===== config.mk =====
export PLATFORM = sky130hd
export DESIGN_NAME = shift_op_controller
export DESIGN_NICKNAME = d
export VERILOG_FILES = /design/src/rtl/shift_op_controller_pkg.sv /design/src/rtl/shift_op_controller_univ_shift_reg.sv /design/src/rtl/shift_op_controller.sv
export SDC_FILE = /design/constraint.sdc
export NUM_CORES = 1
export LEC_CHECK = 0
export CAP_MARGIN = 0
export CORE_MARGIN = 10
export CORE_UTILIZATION = 55
export DETAILED_ROUTE_END_ITERATION = 7
export PLACE_DENSITY = 0.83
export SYNTH_ARGS = -nofsm -noshare
export SYNTH_HDL_FRONTEND = slang
export SYNTH_HIERARCHICAL = 1
export SYNTH_SLANG_ARGS = --single-unit
export TNS_END_PERCENT = 100

===== constraint.sdc =====
create_clock -name CLK -period 4.6 [get_ports CLK]
set_clock_uncertainty 0.15 [all_clocks]
set_input_delay 0.92 -clock CLK [delete_from_list [all_inputs] [get_ports CLK]]
set_output_delay 0.92 -clock CLK [all_outputs]
set_load 0.01 [all_outputs]

===== src/rtl/shift_op_controller_pkg.sv =====
// Shared op codes, FSM states and shift-register controls
// for the x2/x4 and /2 /4 shift sequencer.
package shift_op_controller_pkg;

    typedef enum logic [2:0] {
        S_IDLE,
        S_LOAD,
        S_SHIFT,
        S_DONE,
        S_ERROR
    } state_t;

    localparam logic [1:0] OP_X2   = 2'd0;
    localparam logic [1:0] OP_X4   = 2'd1;
    localparam logic [1:0] OP_DIV2 = 2'd2;
    localparam logic [1:0] OP_DIV4 = 2'd3;

    localparam logic [1:0] CNT_1 = 2'd1;
    localparam logic [1:0] CNT_2 = 2'd2;

    localparam logic [1:0] SR_HOLD = 2'b00;
    localparam logic [1:0] SR_SHL  = 2'b01;
    localparam logic [1:0] SR_SHR  = 2'b10;
    localparam logic [1:0] SR_LOAD = 2'b11;

    function automatic logic is_onehot4(input logic [3:0] v);
        return (v != 4'd0) && ((v & (v - 4'd1)) == 4'd0);
    endfunction

    function automatic logic [1:0] op_shift_cnt(input logic [1:0] op);
        return (op == OP_X4 || op == OP_DIV4) ? CNT_2 : CNT_1;
    endfunction

endpackage


===== src/rtl/shift_op_controller_univ_shift_reg.sv =====
// Universal shift register: hold, shift left/right with
// zero serial-in, or parallel load.
module univ_shift_reg
    import shift_op_controller_pkg::*;
#(
    parameter int W = 10
) (
    input  logic         CLK,
    input  logic         RST_N,
    input  logic [1:0]   ctrl,
    input  logic [W-1:0] d,
    output logic [W-1:0] q
);

    always_ff @(posedge CLK or negedge RST_N) begin
        if (!RST_N) begin
            q <= '0;
        end else begin
            unique case (ctrl)
                SR_SHL:  q <= {q[W-2:0], 1'b0};
                SR_SHR:  q <= {1'b0, q[W-1:1]};
                SR_LOAD: q <= d;
                default: q <= q;
            endcase
        end
    end

endmodule


===== src/rtl/shift_op_controller.sv =====
// Edge-triggered one-hot op sequencer driving a shift register;
// publishes a held, registered result with a one-cycle valid pulse.
module shift_op_controller
    import shift_op_controller_pkg::*;
#(
    parameter int OP_W  = 8,
    parameter int RES_W = 10
) (
    input  logic             CLK,
    input  logic             RST_N,
    input  logic [OP_W-1:0]  OPERAND,
    input  logic [3:0]       REQ,
    output logic [RES_W-1:0] RESULT,
    output logic             RESULT_VALID,
    output logic [1:0]       OP_DONE,
    output logic             BUSY,
    output logic             ERR
);

    state_t           state, state_n;
    logic [3:0]       req_d;
    logic [3:0]       req_new;
    logic [1:0]       op_q, req_op;
    logic [1:0]       cnt_q;
    logic [1:0]       sr_ctrl;
    logic [RES_W-1:0] sr_d, sr_q;

    assign req_new = REQ & ~req_d;
    assign sr_d    = {{(RES_W-OP_W){1'b0}}, OPERAND};

    always_comb begin
        req_op = OP_X2;
        if (is_onehot4(REQ)) begin
            unique case (1'b1)
                REQ[0]: req_op = OP_X2;
                REQ[1]: req_op = OP_X4;
                REQ[2]: req_op = OP_DIV2;
                REQ[3]: req_op = OP_DIV4;
                default: req_op = OP_X2;
            endcase
        end
    end

    always_comb begin
        state_n = state;
        sr_ctrl = SR_HOLD;
        unique case (state)
            S_IDLE: begin
                if (req_new != 4'd0)
                    state_n = is_onehot4(REQ) ? S_LOAD : S_ERROR;
            end
            S_LOAD: begin
                sr_ctrl = SR_LOAD;
                state_n = S_SHIFT;
            end
            S_SHIFT: begin
                sr_ctrl = op_q[1] ? SR_SHR : SR_SHL;
                if (cnt_q == CNT_1)
                    state_n = S_DONE;
            end
            S_DONE:  state_n = S_IDLE;
            S_ERROR: begin
                if (REQ == 4'd0)
                    state_n = S_IDLE;
            end
            default: state_n = S_IDLE;
        endcase
    end

    // req_d updates in every state so held buttons never retrigger
    always_ff @(posedge CLK or negedge RST_N) begin
        if (!RST_N) begin
            state        <= S_IDLE;
            req_d        <= 4'hF;
            op_q         <= OP_X2;
            cnt_q        <= 2'd0;
            RESULT       <= '0;
            RESULT_VALID <= 1'b0;
            OP_DONE      <= 2'd0;
            BUSY         <= 1'b0;
            ERR          <= 1'b0;
        end else begin
            state        <= state_n;
            req_d        <= REQ;
            RESULT_VALID <= (state == S_DONE);
            BUSY         <= (state_n == S_LOAD)
                         || (state_n == S_SHIFT)
                         || (state_n == S_DONE);
            ERR          <= (state_n == S_ERROR);
            if (state == S_IDLE && state_n == S_LOAD) begin
                op_q  <= req_op;
                cnt_q <= op_shift_cnt(req_op);
            end
            if (state == S_SHIFT)
                cnt_q <= cnt_q - 2'd1;
            if (state == S_DONE) begin
                RESULT  <= sr_q;
                OP_DONE <= op_q;
            end
        end
    end

    univ_shift_reg #(.W(RES_W)) u_sr (
        .CLK   (CLK),
        .RST_N (RST_N),
        .ctrl  (sr_ctrl),
        .d     (sr_d),
        .q     (sr_q)
    );

endmodule

== Word-level counts from Yosys, hierarchy flattened ==
Index checks and enable logic that the tools add are counted.
Widths: inputs -> output; s select.
Word-level totals
  register bits: 36
  input bits: 14
  output and inout bits: 15
  word-level logic and storage cells: 54
Operators by class
  add/sub/neg operators: 2
  eq/ne operators: 14
  mux-type cells: 13
  bitwise gates (word level): 3
  reduce and logical (&&, ||, !) cells: 12
Operators by type and width (number)
  $pmux 10 s3: 1
  $eq 3x2->1 const B: 4
  $mux 3: 4
  $pmux 3 s4: 1
  $mux 2: 5
  $and 4x4->4: 2
  $logic_not 4->1: 2
  $reduce_bool 4->1: 2
  $eq 2x1->1 const B: 3
  $eq 2x2->1 const B: 3
  $eq 3x1->1 const B: 2
  $eq 3x3->1 const B: 2
  $pmux 2 s3: 1
  $not 4->4: 1
  $pmux 2 s2: 1
  $sub 4x1->4 const B: 1
  $logic_not 3->1: 1
  $logic_or 1x1->1: 3
  $reduce_bool 3->1: 1
  $logic_and 1x1->1: 2
  $reduce_bool 2->1: 1
  $sub 2x1->2 const B: 1

== Depth between registers and ports, before layout ==
  word-level depth: 11
  depth in mapped cells: 6
  depth with buffers taken out: 5

== By module ==
The synthesis kept the hierarchy.
Modules (own cells, without submodules)
  shift_op_controller: times used 1, cells each 111, area each 1147.4 um2, sequential area each 655.6 um2
  univ_shift_reg: times used 1, cells each 26, area each 508.0 um2, sequential area each 250.2 um2

== Least setup slack after synthesis ==
Ideal clock, no wire load.
  kind: in2reg
  from: input port REQ[3]
  to: register cnt_q[1]
  library setup time: 126 ps
  data arrival time: 1995 ps
  required time: 4324 ps
  slack: 2329 ps
  cell stages on the path: 5
  path buffers: 1
  path through: buf_6 > nor2b_1 > o41a_1 > nor4b_4 > a221o_1
On the way
  word-level cells in the longest chain between the ends: 10
  elaborated cells on any way between the ends: 23
  classes of those cells: add/sub (1); eq/ne (3); mux (9); bitwise (2); reduce/logical (8)
RTL lines
  start, declared: RTL line shift_op_controller.sv:12  | input logic [3:0] REQ,
  $sub 4x1->4: RTL line shift_op_controller_pkg.sv:27  | return (v != 4'd0) && ((v & (v - 4'd1)) == 4'd0);
  $and 4x4->4: RTL line shift_op_controller_pkg.sv:27
  $logic_not 4->1: RTL line shift_op_controller_pkg.sv:27
  $logic_and 1x1->1: RTL line shift_op_controller_pkg.sv:27
  $mux 3 / $mux 2 (equally long branches): RTL line shift_op_controller.sv:50, shift_op_controller.sv:33
  $mux 3, or another cell as far along: RTL line shift_op_controller.sv:49  | if (req_new != 4'd0)
  $pmux 3 s4 / $logic_or 1x1->1 (equally long branches): RTL line shift_op_controller.sv:47, shift_op_controller_pkg.sv:31
  $eq 3x1->1 / $mux 2 (equally long branches): RTL line shift_op_controller.sv:90, shift_op_controller_pkg.sv:31
  $logic_and 1x1->1 / $mux 2 (equally long branches): RTL line shift_op_controller.sv:90  | if (state == S_IDLE && state_n == S_LOAD) begin
  $reduce_bool 2->1 (no line) / $mux 2 (equally long branches)
  end signal, assigned: RTL line shift_op_controller.sv:92  | cnt_q <= op_shift_cnt(req_op);
  end signal, assigned: RTL line shift_op_controller.sv:95  | cnt_q <= cnt_q - 2'd1;
  end, declared: RTL line shift_op_controller.sv:24  | logic [1:0] cnt_q;
Parallel ways exist; a longest one is shown, timed or not. The select of a mux whose other input is x is not followed.
A chain may end at the register's enable or synchronous reset.

== Final worst setup path ==
  from: register state[0]
  to: register u_sr.q[3]
On the way
  word-level cells in the longest chain between the ends: 4
  elaborated cells on any way between the ends: 8
  classes of those cells: eq/ne (5); mux (2); reduce/logical (1)
RTL lines
  start, declared: RTL line shift_op_controller.sv:20  | state_t state, state_n;
  start signal, assigned: RTL line shift_op_controller.sv:83  | state <= state_n;
  $eq 3x2->1 / $eq 3x1->1 (equally long branches): RTL line shift_op_controller.sv:47  | unique case (state)
  $pmux 2 s2 *: RTL line shift_op_controller.sv:47
  net sr_ctrl[0]: RTL line shift_op_controller.sv:25  | logic [1:0] sr_ctrl;
  $eq 2x2->1 / $eq 2x1->1 (equally long branches): RTL line shift_op_controller_univ_shift_reg.sv:19  | unique case (ctrl)
  $pmux 10 s3 / $reduce_bool 3->1 (equally long branches)
  end signal, assigned: RTL line shift_op_controller_univ_shift_reg.sv:20  | SR_SHL: q <= {q[W-2:0], 1'b0};
  end signal, assigned: RTL line shift_op_controller_univ_shift_reg.sv:21  | SR_SHR: q <= {1'b0, q[W-1:1]};
  end signal, assigned: RTL line shift_op_controller_univ_shift_reg.sv:23  | default: q <= q;
  end, declared: RTL line shift_op_controller_univ_shift_reg.sv:12  | output logic [W-1:0] q
Mark *: on every way through the listed nets, which the timed path passes. The rest lies on a longest branch.

==> run summary <==
Via count -> 1099
Post-DP Area -> 0.00192 mm²
Initial DRC Count -> 82
Worst vdd ir -> 0.000240 V
Final-report max-slew violation count -> 0
Hold crit path type -> reg2reg
Dpl cells -> 191
Startpoint Class -> flop
Via density -> 5.52
Layout Cells excl Fill -> 199
Mapped Cells -> 137
Outcome -> finished, final reports clean
Worst Max-Slew Pin Slew -> 1.10 ns
FF+latch area -> 906 µm²
Share of cells above drive strength 1 -> 0.125
Number of global-route vias before repair -> 1196
Sequential element share of the synthesized area -> 0.547
Family with the most delay on the worst path -> simple AND/OR/NAND/NOR gates
Syn Area/Cell -> 12.1 µm²
Width of the die -> 74.9 µm
1st-pass router iterations -> 4
CTS clk-pin slew, worst paths -> 0.11 ns
Clk Latency, worst-skew pair -> 0.33 ns
Ys async rst share -> 1.00
Drt drc -> 0
Fillers -> 208
Worst path slowest cell -> nor2_1
Total gr overflow -> 0
Post-CTS sizing -> 0
Antenna violations before repair -> 0
Ant. Diodes -> 0
Dpl hpwl -> 2390 µm
Root Buffer -> clkbuf_4
Cts hold-fix bufs -> 0
Slew HR -> 0.262
PD cells -> 452 mW/mm²
Drt wl/cell -> 16.2 µm
Final Setup Violations -> 0
Initial Util -> 0.585
Gpl congestion -> 0.781
Dominant synthesized flop cell -> dfrtp_1
Final Routed Wirelength -> 3220 µm
Detail Route Antenna Nets -> 0
Multi-input logic area -> 682 µm²
# rows -> 19
Place WS -> 1.71 ns
Die Height -> 74.9 µm
Number of synthesized register bits -> 36
Worst path bufs/invs -> 0
Max clock buf depth -> 2
GRT Total Usage -> 0.132
TritonCTS clock tree -> done
Area growth syn-to-layout -> 19.7%
Fmax achieved -> 381 MHz
Tmin final -> 2.63 ns
Leak -> 0.913 nW
Power Total -> 0.895 mW
CP Data Required Time -> 4.67 ns
Yosys cell types -> 37
EDFF count, synth -> 0
Worst path max stage delay -> 0.83 ns
Final Cycle Share -> 0.571
First-pass GRT wire length -> 5650 µm
Crit path kind -> reg2reg
CP Cell Sequence -> nand2b_1 > o21a_1 > nor2_1 > mux4_1
IO Port Bufs -> 28
Synth warnings -> 6
Max Cap Violations -> 0
Nets -> 182
Die Area -> 0.00560 mm²
Final instance area -> 0.00198 mm²
Final WS setup -> 1.97 ns
Ports -> 29
Largest net degree at the start of global routing -> 37
CP endpoint kind -> flop
CTS Sinks -> 36
CP max FO -> 12
RSZ-0062 raised after global routing -> no
WP data arrival -> 2.69 ns
Fin. Hold Viols -> 0
Core Area -> 0.00283 mm²
H-tree depth -> 2
Cell area after synthesis -> 0.00166 mm²
CTS Buf Count -> 5
Post-CTS Setup Bufs -> 0
Final setup TNS -> 0 ns
[kinds of logic after synthesis]
group	after synthesis	share of synthesized area
fa+ha+maj	1	0.00756
flops	36	0.547
mux	10	0.128
xor+xnor	2	0.0106
compound gates	17	0.0756
buf+inv	9	0.0431
other cells	1	0.00227
simple gates	61	0.185
[worst paths after layout]
kind | endpoint | cells after the start | from | slack [ns]
worst max-delay path | u_sr/q[3]$_DFFE_PN0P_ | 4 | state[0]$_DFF_PN0_ | 1.97
worst min-delay path | RESULT[6]$_DFFE_PN0P_ | 2 | RESULT[6]$_DFFE_PN0P_ | 0.33
worst max register to register | u_sr/q[3]$_DFFE_PN0P_ | 4 | state[0]$_DFF_PN0_ | 1.97
worst min register to register | RESULT[6]$_DFFE_PN0P_ | 2 | RESULT[6]$_DFFE_PN0P_ | 0.33
max in group asynchronous | req_d[1]$_DFF_PN1_ | 2 | RST_N | 3.12
min in group asynchronous | u_sr/q[3]$_DFFE_PN0P_ | 2 | RST_N | 0.84
[area by class of cell]
cell class / instances / share of cell area
Clock buffer: 8 / 0.0297
Multi-Input combinational cell: 93 / 0.344
Timing Repair Buffer: 29 / 0.145
Inverter: 2 / 0.00379
Tap cell: 31 / 0.0196
Sequential cell: 36 / 0.457
[stage by stage]
| step | util | hold slack (ns) |
|---|---|---|
| floorplan | - | 0.288 |
| global placement | 0.679 | 0.307 |
| detailed placement | 0.679 | 0.312 |
| CTS | 0.700 | 0.336 |
| global route | 0.700 | 0.362 |
| finish | 0.700 | 0.332 |
[worst register-to-register path, cell delays in order (launching register included)]
cell and delay (ns):
dfrtp_1 0.46, nand2b_1 0.22, o21a_1 0.20, nor2_1 0.83, mux4_1 0.65
[layout by cell type (no fill, tap or decap), drive strengths merged]
master,instances
nand2,40
dfrtp,32
clkdlybuf4s50,28
clkbuf,8
mux4,8
nor2,4
a21oi,4
dfstp,4
nor2b,4
nor3,3
nand2b,3
a211oi,3
nor4b,3
nand3b,2
conb,2
inv,2
xor2,1
a211o,1
nor4,1
o41ai,1
o31a,1
o41a,1
o21a,1
xnor2,1
a31oi,1
a221o,1
a21o,1
ha,1
buf,1
mux2,1
a22o,1
mux2i,1
nand3,1
o21ai,1
[power breakdown]
part | total (mW) | internal [mW] | switching (mW)
sequential | 0.460 | 0.393 | 0.0664
combinational | 0.261 | 0.152 | 0.110
clock | 0.174 | 0.0755 | 0.0981
total | 0.895 | 0.621 | 0.274
[cell usage after synthesis, types with 2 or more instances]
master,n,area [µm²]
nand2_1,40,150
dfrtp_1,32,801
buf_6,5,56.3
mux4_2,5,113
a21oi_1,4,20.0
dfstp_2,4,105
nor2_1,4,15.0
a211oi_1,3,22.5
mux4_1,3,78.8
nand2b_1,3,18.8
nor3_1,3,15.0
clkbuf_1,2,7.51
nand3b_1,2,15.0
nor2b_1,2,12.5
nor2b_4,2,27.5
nor4b_1,2,17.5
[per-layer routing]
layer / vias up / global-route usage / wire length (µm)
met2: 27 / 0.212 / 1650
met4: 0 / 0.0441 / 19
met1: 528 / 0.154 / 1330
met3: 4 / 0.0565 / 229
met5: - / 0 / 0
li1: 540 / - / -
[state kept, by name, indices dropped and copies added, names as in the netlist]
name and count:
RESULT 10, cnt_q 2, req_d 4, u_sr/q 10, op_q 2, state 3
RESULT_VALID 1, ERR 1, OP_DONE 2, BUSY 1
No activity file was read; power rests on OpenSTA's default activity.
